`config.mk`:
```
export PLATFORM = sky130hd
export DESIGN_NAME = mem_wb_skid
export DESIGN_NICKNAME = d
export VERILOG_FILES = /design/src/rtl/mem_wb_skid.sv
export SDC_FILE = /design/constraint.sdc
export NUM_CORES = 1
export LEC_CHECK = 0
export ABC_AREA = 1
export CORE_MARGIN = 2
export CORE_UTILIZATION = 35
export DETAILED_ROUTE_END_ITERATION = 8
export PLACE_DENSITY_LB_ADDON = 0.08
export SLEW_MARGIN = 40
export SYNTH_ARGS = -nofsm -noshare
export SYNTH_HDL_FRONTEND = slang
export SYNTH_SLANG_ARGS = --single-unit
```
`constraint.sdc`:
```
create_clock -name clk -period 2.1 [get_ports clk]
set_clock_uncertainty 0.2 [all_clocks]
set_input_delay 0.315 -clock clk [delete_from_list [all_inputs] [get_ports clk]]
set_output_delay 0.315 -clock clk [all_outputs]
set_load 0.03 [all_outputs]
```
`src/rtl/mem_wb_skid.sv`:
```
// mem_wb_skid: MEM/WB stage with a two-entry skid buffer, flush, x0 write
// suppression, forwarding lookup across held entries and a commit counter.
`default_nettype none

module mem_wb_skid #(
  parameter int unsigned            DATA_W   = 32,
  parameter int unsigned            ADDR_W   = 5,
  parameter logic [ADDR_W-1:0]      NOP_ADDR = '0,
  parameter int unsigned            CNT_W    = 32
) (
  input  logic              clk,
  input  logic              rst,
  input  logic              flush,
  input  logic              in_valid,
  output logic              in_ready,
  input  logic [DATA_W-1:0] in_wdata,
  input  logic              in_we,
  input  logic [ADDR_W-1:0] in_waddr,
  output logic              out_valid,
  input  logic              out_ready,
  output logic [DATA_W-1:0] out_wdata,
  output logic              out_we,
  output logic [ADDR_W-1:0] out_waddr,
  input  logic [ADDR_W-1:0] lk_addr,
  output logic              lk_hit,
  output logic [DATA_W-1:0] lk_data,
  output logic [CNT_W-1:0]  commit_cnt
);

  // State bits are {S.valid, H.valid}; 2'b10 is unreachable.
  localparam logic [1:0] ST_EMPTY = 2'b00;
  localparam logic [1:0] ST_ONE   = 2'b01;
  localparam logic [1:0] ST_FULL  = 2'b11;

  logic [1:0]        state_q, state_d;
  logic [DATA_W-1:0] h_wdata_q, h_wdata_d, s_wdata_q, s_wdata_d;
  logic              h_we_q, h_we_d, s_we_q, s_we_d;
  logic [ADDR_W-1:0] h_waddr_q, h_waddr_d, s_waddr_q, s_waddr_d;
  logic [CNT_W-1:0]  cnt_q, cnt_d;

  logic acc, ret, cap_we;
  logic h_vld, s_vld, h_hit, s_hit;

  assign h_vld  = state_q[0];
  assign s_vld  = state_q[1];
  assign acc    = in_valid & in_ready;
  assign ret    = out_valid & out_ready;
  assign cap_we = in_we & (in_waddr != '0);

  // State register
  always_ff @(posedge clk) begin
    if (rst) state_q <= ST_EMPTY;
    else     state_q <= state_d;
  end

  // Next-state logic; flush overrides any accept or retire
  always_comb begin
    state_d = state_q;
    if (flush) begin
      state_d = ST_EMPTY;
    end else begin
      case (state_q)
        ST_EMPTY: if (acc) state_d = ST_ONE;
        ST_ONE: begin
          if (acc && !ret)      state_d = ST_FULL;
          else if (!acc && ret) state_d = ST_EMPTY;
        end
        ST_FULL:  if (ret) state_d = ST_ONE;
        default:  state_d = ST_EMPTY;
      endcase
    end
  end

  // Output decode from registered state only
  always_comb begin
    in_ready  = !s_vld;
    out_valid = h_vld;
    out_wdata = '0;
    out_we    = 1'b0;
    out_waddr = NOP_ADDR;
    if (h_vld) begin
      out_wdata = h_wdata_q;
      out_we    = h_we_q;
      out_waddr = h_waddr_q;
    end
  end

  always_comb begin
    h_wdata_d = h_wdata_q;
    h_we_d    = h_we_q;
    h_waddr_d = h_waddr_q;
    s_wdata_d = s_wdata_q;
    s_we_d    = s_we_q;
    s_waddr_d = s_waddr_q;
    if (!flush) begin
      if ((state_q == ST_EMPTY && acc) || (state_q == ST_ONE && acc && ret)) begin
        h_wdata_d = in_wdata;
        h_we_d    = cap_we;
        h_waddr_d = in_waddr;
      end else if (state_q == ST_ONE && acc && !ret) begin
        s_wdata_d = in_wdata;
        s_we_d    = cap_we;
        s_waddr_d = in_waddr;
      end else if (state_q == ST_FULL && ret) begin
        h_wdata_d = s_wdata_q;
        h_we_d    = s_we_q;
        h_waddr_d = s_waddr_q;
      end
    end
  end

  // A flushed cycle retires nothing, so it is not counted either
  always_comb begin
    cnt_d = cnt_q;
    if (!flush && ret && out_we) cnt_d = cnt_q + CNT_W'(1);
  end

  always_ff @(posedge clk) begin
    if (rst) begin
      h_wdata_q <= '0;
      h_we_q    <= 1'b0;
      h_waddr_q <= '0;
      s_wdata_q <= '0;
      s_we_q    <= 1'b0;
      s_waddr_q <= '0;
      cnt_q     <= '0;
    end else begin
      h_wdata_q <= h_wdata_d;
      h_we_q    <= h_we_d;
      h_waddr_q <= h_waddr_d;
      s_wdata_q <= s_wdata_d;
      s_we_q    <= s_we_d;
      s_waddr_q <= s_waddr_d;
      cnt_q     <= cnt_d;
    end
  end

  assign commit_cnt = cnt_q;

  // Skid entry is younger, so it wins when both match
  assign s_hit = s_vld & s_we_q & (s_waddr_q == lk_addr) & (lk_addr != '0);
  assign h_hit = h_vld & h_we_q & (h_waddr_q == lk_addr) & (lk_addr != '0);

  always_comb begin
    lk_hit  = s_hit | h_hit;
    lk_data = '0;
    if (s_hit)      lk_data = s_wdata_q;
    else if (h_hit) lk_data = h_wdata_q;
  end

endmodule

`default_nettype wire

```
Yosys cells after proc, flatten, opt, wreduce, memory -nomap -nowiden
Index checks and enable logic that the tools add are counted.

Add/sub/neg operators: 1. Eq/ne operators: 8. Multiplexer cells: 19. Bitwise logic cells: 12. Reductions and logical operators: 22.

Operators by type and width (number): 32-bit 2-to-1 mux (6); 32-bit by 1-bit adder with 32-bit output (second input constant) (1); 5-bit 2-to-1 mux (4); 5-bit equality test (2); 5-bit nonzero test (2); 1-bit bitwise AND (9); 1-bit logical AND (9); 3-bit AND reduction (3); 2-bit 2-to-1 mux (4); 2-bit != test (second input constant) (3); 2-bit one-hot mux with 3 select lines (1); 1-bit logical NOT (4); 1-bit 2-to-1 mux (4); 3-bit != test (second input constant) (1); 2-bit by 1-bit equality test with 1-bit output (second input constant) (1); 2-bit equality test (second input constant) (1); 2-bit logical NOT (1); 1-bit NOT (2); 2-bit nonzero test (1); 2-bit OR reduction (1); 1-bit logical OR (1); 1-bit bitwise OR (1).

Register bits after elaboration: 110. Input port bits: 48. Output and inout port bits: 105. Word-level logic and storage cells: 70.

Logic depth before layout (Yosys ltp)
Depth after elaboration: 7. Mapped depth: 13. Mapped depth without buffers: 10.

Worst setup path before layout
No wires, ideal clock.

Kind: flip-flop to flip-flop. From: register state_q[0]. To: register s_wdata_q[0]. Data arrival time: 2.110 ns. Data required time: 1.830 ns. Path slack: -0.279 ns. Cell stages (with the launch flop): 11. Buffers on the path: 3. Path through: dfxtp_1 > clkbuf_1 > inv_1 > ha_1 > inv_1 > nand2_2 > nor3_2 > buf_4 > buf_4 > o21ai_0 > a21oi_1.

Cells in the longest elaborated chain, start to end: 6. Elaborated cells on any way between the ends: 11. Those cells by class: eq/ne (1); bitwise (2); reduce/logical (8).

Ends and longest elaborated chain: start, declared (line 35) `logic [1:0] state_q, state_d;`; start signal, assigned (line 53) `else state_q <= state_d;`; 2-bit by 1-bit equality test with 1-bit output (line 96, 100); 1-bit logical AND (line 96, 100); 1-bit logical AND (line 96) `if ((state_q == ST_EMPTY && acc) || (state_q == ST_ONE && acc && ret)) begin`; 1-bit logical OR (line 96); 1-bit NOT (no line); 3-bit AND reduction (no line) *; end signal, assigned (line 131) `s_wdata_q <= s_wdata_d;`; end, declared (line 36) `logic [DATA_W-1:0] h_wdata_q, h_wdata_d, s_wdata_q, s_wdata_d;`.

Mark *: on every way between the ends. The rest lies on a longest branch, timed or not. A chain may end at the register's enable or synchronous reset.

Final worst setup path
From: register state_q[1]. To: output port lk_data[12].

Cells in the longest elaborated chain, start to end: 4.

Ends and longest elaborated chain: 1-bit bitwise AND (3 in a row) (line 141) `assign s_hit = s_vld & s_we_q & (s_waddr_q == lk_addr) & (lk_addr != '0);`; 32-bit 2-to-1 mux (line 147) `if (s_hit) lk_data = s_wdata_q;`; end, declared (line 26) `output logic [DATA_W-1:0] lk_data,`.

Every way passes these cells.

==> impl_summary.md <==
Outcome
The flow ran to the end, but the final reports show violations. The checks that failed: negative setup slack.

Cells and area
The number of antenna cells inserted is 0. The share of cells above drive strength 1 is between 10% and 20%. The layout overhead on the synthesized area is 45.78%. The count of filler cells inserted in the layout is between 1500 and 2000.

The top cell types in the final layout, fill and taps aside, are sky130_fd_sc_hd__nand2_1 (246), sky130_fd_sc_hd__inv_1 (162), sky130_fd_sc_hd__nor2_1 (145). The final standard cell count with taps included and fillers excluded is between 1000 and 1500. The finished cells cover ~0.0091 mm^2. Leaving out fill and tap cells, the most frequent cell in the layout is sky130_fd_sc_hd__nand2_1. The final layout contains between 1000 and 1500 nets.

Placement
Summing all placed instances gives a cell area of 0.008158 mm^2. The global placement routability congestion is just over 0.8. Input and output buffers added on the ports amount to 152. The number of placed instances, taps included, is approximately 1400. Detailed placement ended at an HPWL of about 13000 um.

Power and ir drop
The internal power of the cells totals approximately 3500 uW. Combinational cells account for roughly 17% of the total power. The power density normalized to cell area is about 530 mW/mm^2. The reported net switching power is about 1400 uW. Per report_power, the clock group accounts for 35.8% of the total. Across the VDD grid, the largest voltage drop is about 400 uV. Sequential cells burn 46.7% of the power. Of the total power, the share spent switching nets is roughly 28%. The analysis attributes to cell leakage a power of roughly 0.0044 uW.

Timing
The final critical-path required period is ~2.4 ns. The worst setup margin is -0.3137 ns. Setup violations remaining at the end of the flow were counted as 33. The share of the cycle needed by the critical path after routing is 114.9%. The number of pins with negative max-slew slack in the final report came to 0. Setup repair after global routing could not meet its margin everywhere. The final hold violation count was 0. The transition time at the pin with the least slew margin is about 0.37 ns. In this run the tightest slew margin relative to its limit is approximately three quarters. For this run, the top clock speed supported by timing is a little over 400 MHz.

Global route
Entering global routing, the biggest net connects 45 pins. Global routing used 20.31% of the available tracks across all layers. The wire length of the first global-routing pass is approximately 30000 um. The via count of the first global-routing pass is about 6000. The number of antenna violations at the first check in global routing is 1. Global routing finished with a remaining overflow of 0.

Drt
After detailed routing, the number of remaining DRC violations is 0. The first detailed-routing pass took 4 iterations. The number of violations reported at the end of detailed-routing iteration 0 is 280.

The routed layout has about 6700 vias. After detailed routing, the number of vias per cell comes to approximately 4.7. The post-route antenna net violation count is 0. After detailed routing, the average wire length per cell comes to about 14 um. The total wire length is about 19000 um.

Clocking
Counting the buffers created by CTS gives 9. After clock tree synthesis, the flow added hold-fix buffers numbering 0. The clock tree synthesis step divided the H-tree into 3 levels. For this design, the sink count on the clock tree is 110. The buffer type at the clock tree root is sky130_fd_sc_hd__clkbuf_16.

TritonCTS built the clock tree. The insertion delay of the later-clocked pin in the worst-skew pair is between 0.3 and 0.4 ns. Counting along the longest clock path gives a buffer depth of 2. The clock-pin slew on the worst setup and hold paths is approximately 0.070 ns.

Yosys
After technology mapping, the gate count stands at ~1000. Counting every net in the synthesized netlist gives about 1100. The number of distinct library cell variants in the gate-level netlist after synthesis is 34. Of all cell types, the one taking the most synthesized area is sky130_fd_sc_hd__dfxtp_1.

After synthesis the cells add up to around 0.0062 mm^2. After synthesis, flip-flops and latches occupy about a third of the total area. The average cell area after synthesis is around 6.0 um^2. The number of flip-flops and latches in the synthesized netlist is 110. Yosys printed 0 warnings. The area share of the largest cell type after synthesis is 35.29%. In the post-synthesis netlist, the biggest area contributors are sky130_fd_sc_hd__dfxtp_1 (35%), sky130_fd_sc_hd__nand2_1 (17%), sky130_fd_sc_hd__inv_1 (9.9%), sky130_fd_sc_hd__nor2_1 (8.9%), sky130_fd_sc_hd__nand3_1 (8.0%).

Worst setup path
STA puts the critical path data arrival time at roughly 1.9 ns. The critical path is of the reg2out type. The startpoint class of the critical path is a register. Of all nets on the critical path, the largest fanout is 6.

The number of cells on the worst reg-to-reg path is 11. The worst setup path is captured at a primary output. The required time at the endpoint of the critical path is about 1.6 ns.

Die
From left edge to right edge, the die measures 137.5 um. The die covers between 0.015 and 0.02 mm^2. The floorplan step set the die height to around 140 um.

The boundary pin count is approximately 150. The standard-cell row count is 48. The initial core utilization is approximately 36%. The core region is between 0.015 and 0.02 mm^2.

Worst hold path
The number of cells traversed by the worst hold path is 2. In this run the worst hold path is classified as reg2reg.

Job
Across the run, the number of max-cap violations was 0.
## worst max-delay path: stages, from the launching register on
cell	delay, ns
sky130_fd_sc_hd__dfxtp_2	0.35
sky130_fd_sc_hd__nand2_2	0.06
sky130_fd_sc_hd__a21oi_2	0.13
sky130_fd_sc_hd__nand3_2	0.11
sky130_fd_sc_hd__nor2_4	0.18
sky130_fd_sc_hd__nand3_4	0.19
sky130_fd_sc_hd__clkbuf_16	0.24
sky130_fd_sc_hd__nand3_1	0.07
sky130_fd_sc_hd__nand2_1	0.07
sky130_fd_sc_hd__buf_6	0.14
## metal layers
metal  GRT usage [%]  up-vias  wire length (um)
li1                -     3529                 -
met1           26.58     3001              8937
met2           34.25      130              9348
met3           3.422       16               833
met4           6.014        2               242
met5               0        -                 8
## logic make-up after synthesis
| group | count (synthesis) | synth area share [%] |
|---|---|---|
| buf+inv | 222 | 14.66 |
| flops | 110 | 35.29 |
| compound gates | 145 | 12.15 |
| simple gates | 546 | 35.85 |
| xor+xnor | 6 | 0.8423 |
| fa+ha+maj | 6 | 1.203 |
## cell type report
type	instances	area, um^2	share of cell area [%]
timing repair buffer	209	2221	24.42
sequential	110	2216	24.36
inverter	169	634.4	6.974
clock buffer	12	236.5	2.600
multi-input combinational	703	3461	38.05
tap	225	281.5	3.095
clock inverter	4	46.29	0.5089
## sequential cells by signal (all words and copies together) (netlist names)
name / count
state_q: 2
h_wdata_q: 32
s_waddr_q: 5
s_we_q: 1
h_waddr_q: 5
s_wdata_q: 32
commit_cnt: 32
h_we_q: 1
## what timing repair did
action                                  4_1_cts  5_1_grt
gates resized for setup                      61       78
pin swaps                                    12       30
endpoints found under the setup margin       33       39
gates cloned                                  3        3
buffers inserted                              6        1
## cells in the mapped netlist
master	number
sky130_fd_sc_hd__o22ai_1	1
sky130_fd_sc_hd__buf_6	5
sky130_fd_sc_hd__o21bai_1	1
sky130_fd_sc_hd__and3_1	1
sky130_fd_sc_hd__inv_1	164
sky130_fd_sc_hd__clkbuf_1	24
sky130_fd_sc_hd__buf_4	6
sky130_fd_sc_hd__a21o_1	2
sky130_fd_sc_hd__nor2_1	148
sky130_fd_sc_hd__ha_1	6
sky130_fd_sc_hd__a211oi_1	2
sky130_fd_sc_hd__nand3_1	100
sky130_fd_sc_hd__xor2_1	3
sky130_fd_sc_hd__nor3_1	5
sky130_fd_sc_hd__a21oi_1	51
sky130_fd_sc_hd__nand2_2	1
sky130_fd_sc_hd__clkinv_1	2
sky130_fd_sc_hd__nor3b_1	2
sky130_fd_sc_hd__nand4_1	9
sky130_fd_sc_hd__nor2_2	2
sky130_fd_sc_hd__o211ai_4	1
sky130_fd_sc_hd__buf_2	16
sky130_fd_sc_hd__buf_1	1
sky130_fd_sc_hd__nand2_1	275
sky130_fd_sc_hd__clkbuf_2	1
sky130_fd_sc_hd__xnor2_1	3
sky130_fd_sc_hd__and2_1	1
sky130_fd_sc_hd__inv_2	3
sky130_fd_sc_hd__dfxtp_1	110
sky130_fd_sc_hd__o21ai_1	3
sky130_fd_sc_hd__o21ai_0	83
sky130_fd_sc_hd__nor3_2	1
sky130_fd_sc_hd__nor2_4	1
sky130_fd_sc_hd__o21a_1	1
## path summary, 6_finish.rpt
path	slack [ns]	start	end
setup / recovery	-0.31	state_q[1]	lk_data[12]
hold reg to reg	0.28	commit_cnt[6]	commit_cnt[6]
hold / removal	0.28	commit_cnt[6]	commit_cnt[6]
setup reg to reg	0.16	state_q[1]	h_waddr_q[3]
## metrics by stage
| step | worst slack (ns) | utilization [%] | hold slack [ns] | TNS (ns) | power [uW] |
|---|---|---|---|---|---|
| after floorplan | 0.03320 | - | 0.2582 | 0 | 2772 |
| after global placement | -0.4079 | 47.00 | 0.2637 | -13.10 | 3102 |
| after detailed placement | -0.4284 | 47.00 | 0.2633 | -13.59 | 3103 |
| after CTS | -0.3595 | 50.55 | 0.2744 | -10.73 | 4855 |
| after global routing | -0.3973 | 52.41 | 0.3070 | -12.12 | 5058 |
| final | -0.3137 | 52.41 | 0.2779 | -9.136 | 4823 |
## power by group through the flow
| stage | logic [uW] | clock network [uW] | registers, uW |
|---|---|---|---|
| final | 841 | 1730 | 2250 |
| after global routing | 944 | 1850 | 2270 |
| after CTS | 828 | 1790 | 2240 |
| after detailed placement | 816 | 0 | 2290 |
| after global placement | 815 | 0 | 2290 |
| after floorplan | 502 | 0 | 2270 |
(Power assumes the default switching activity.)
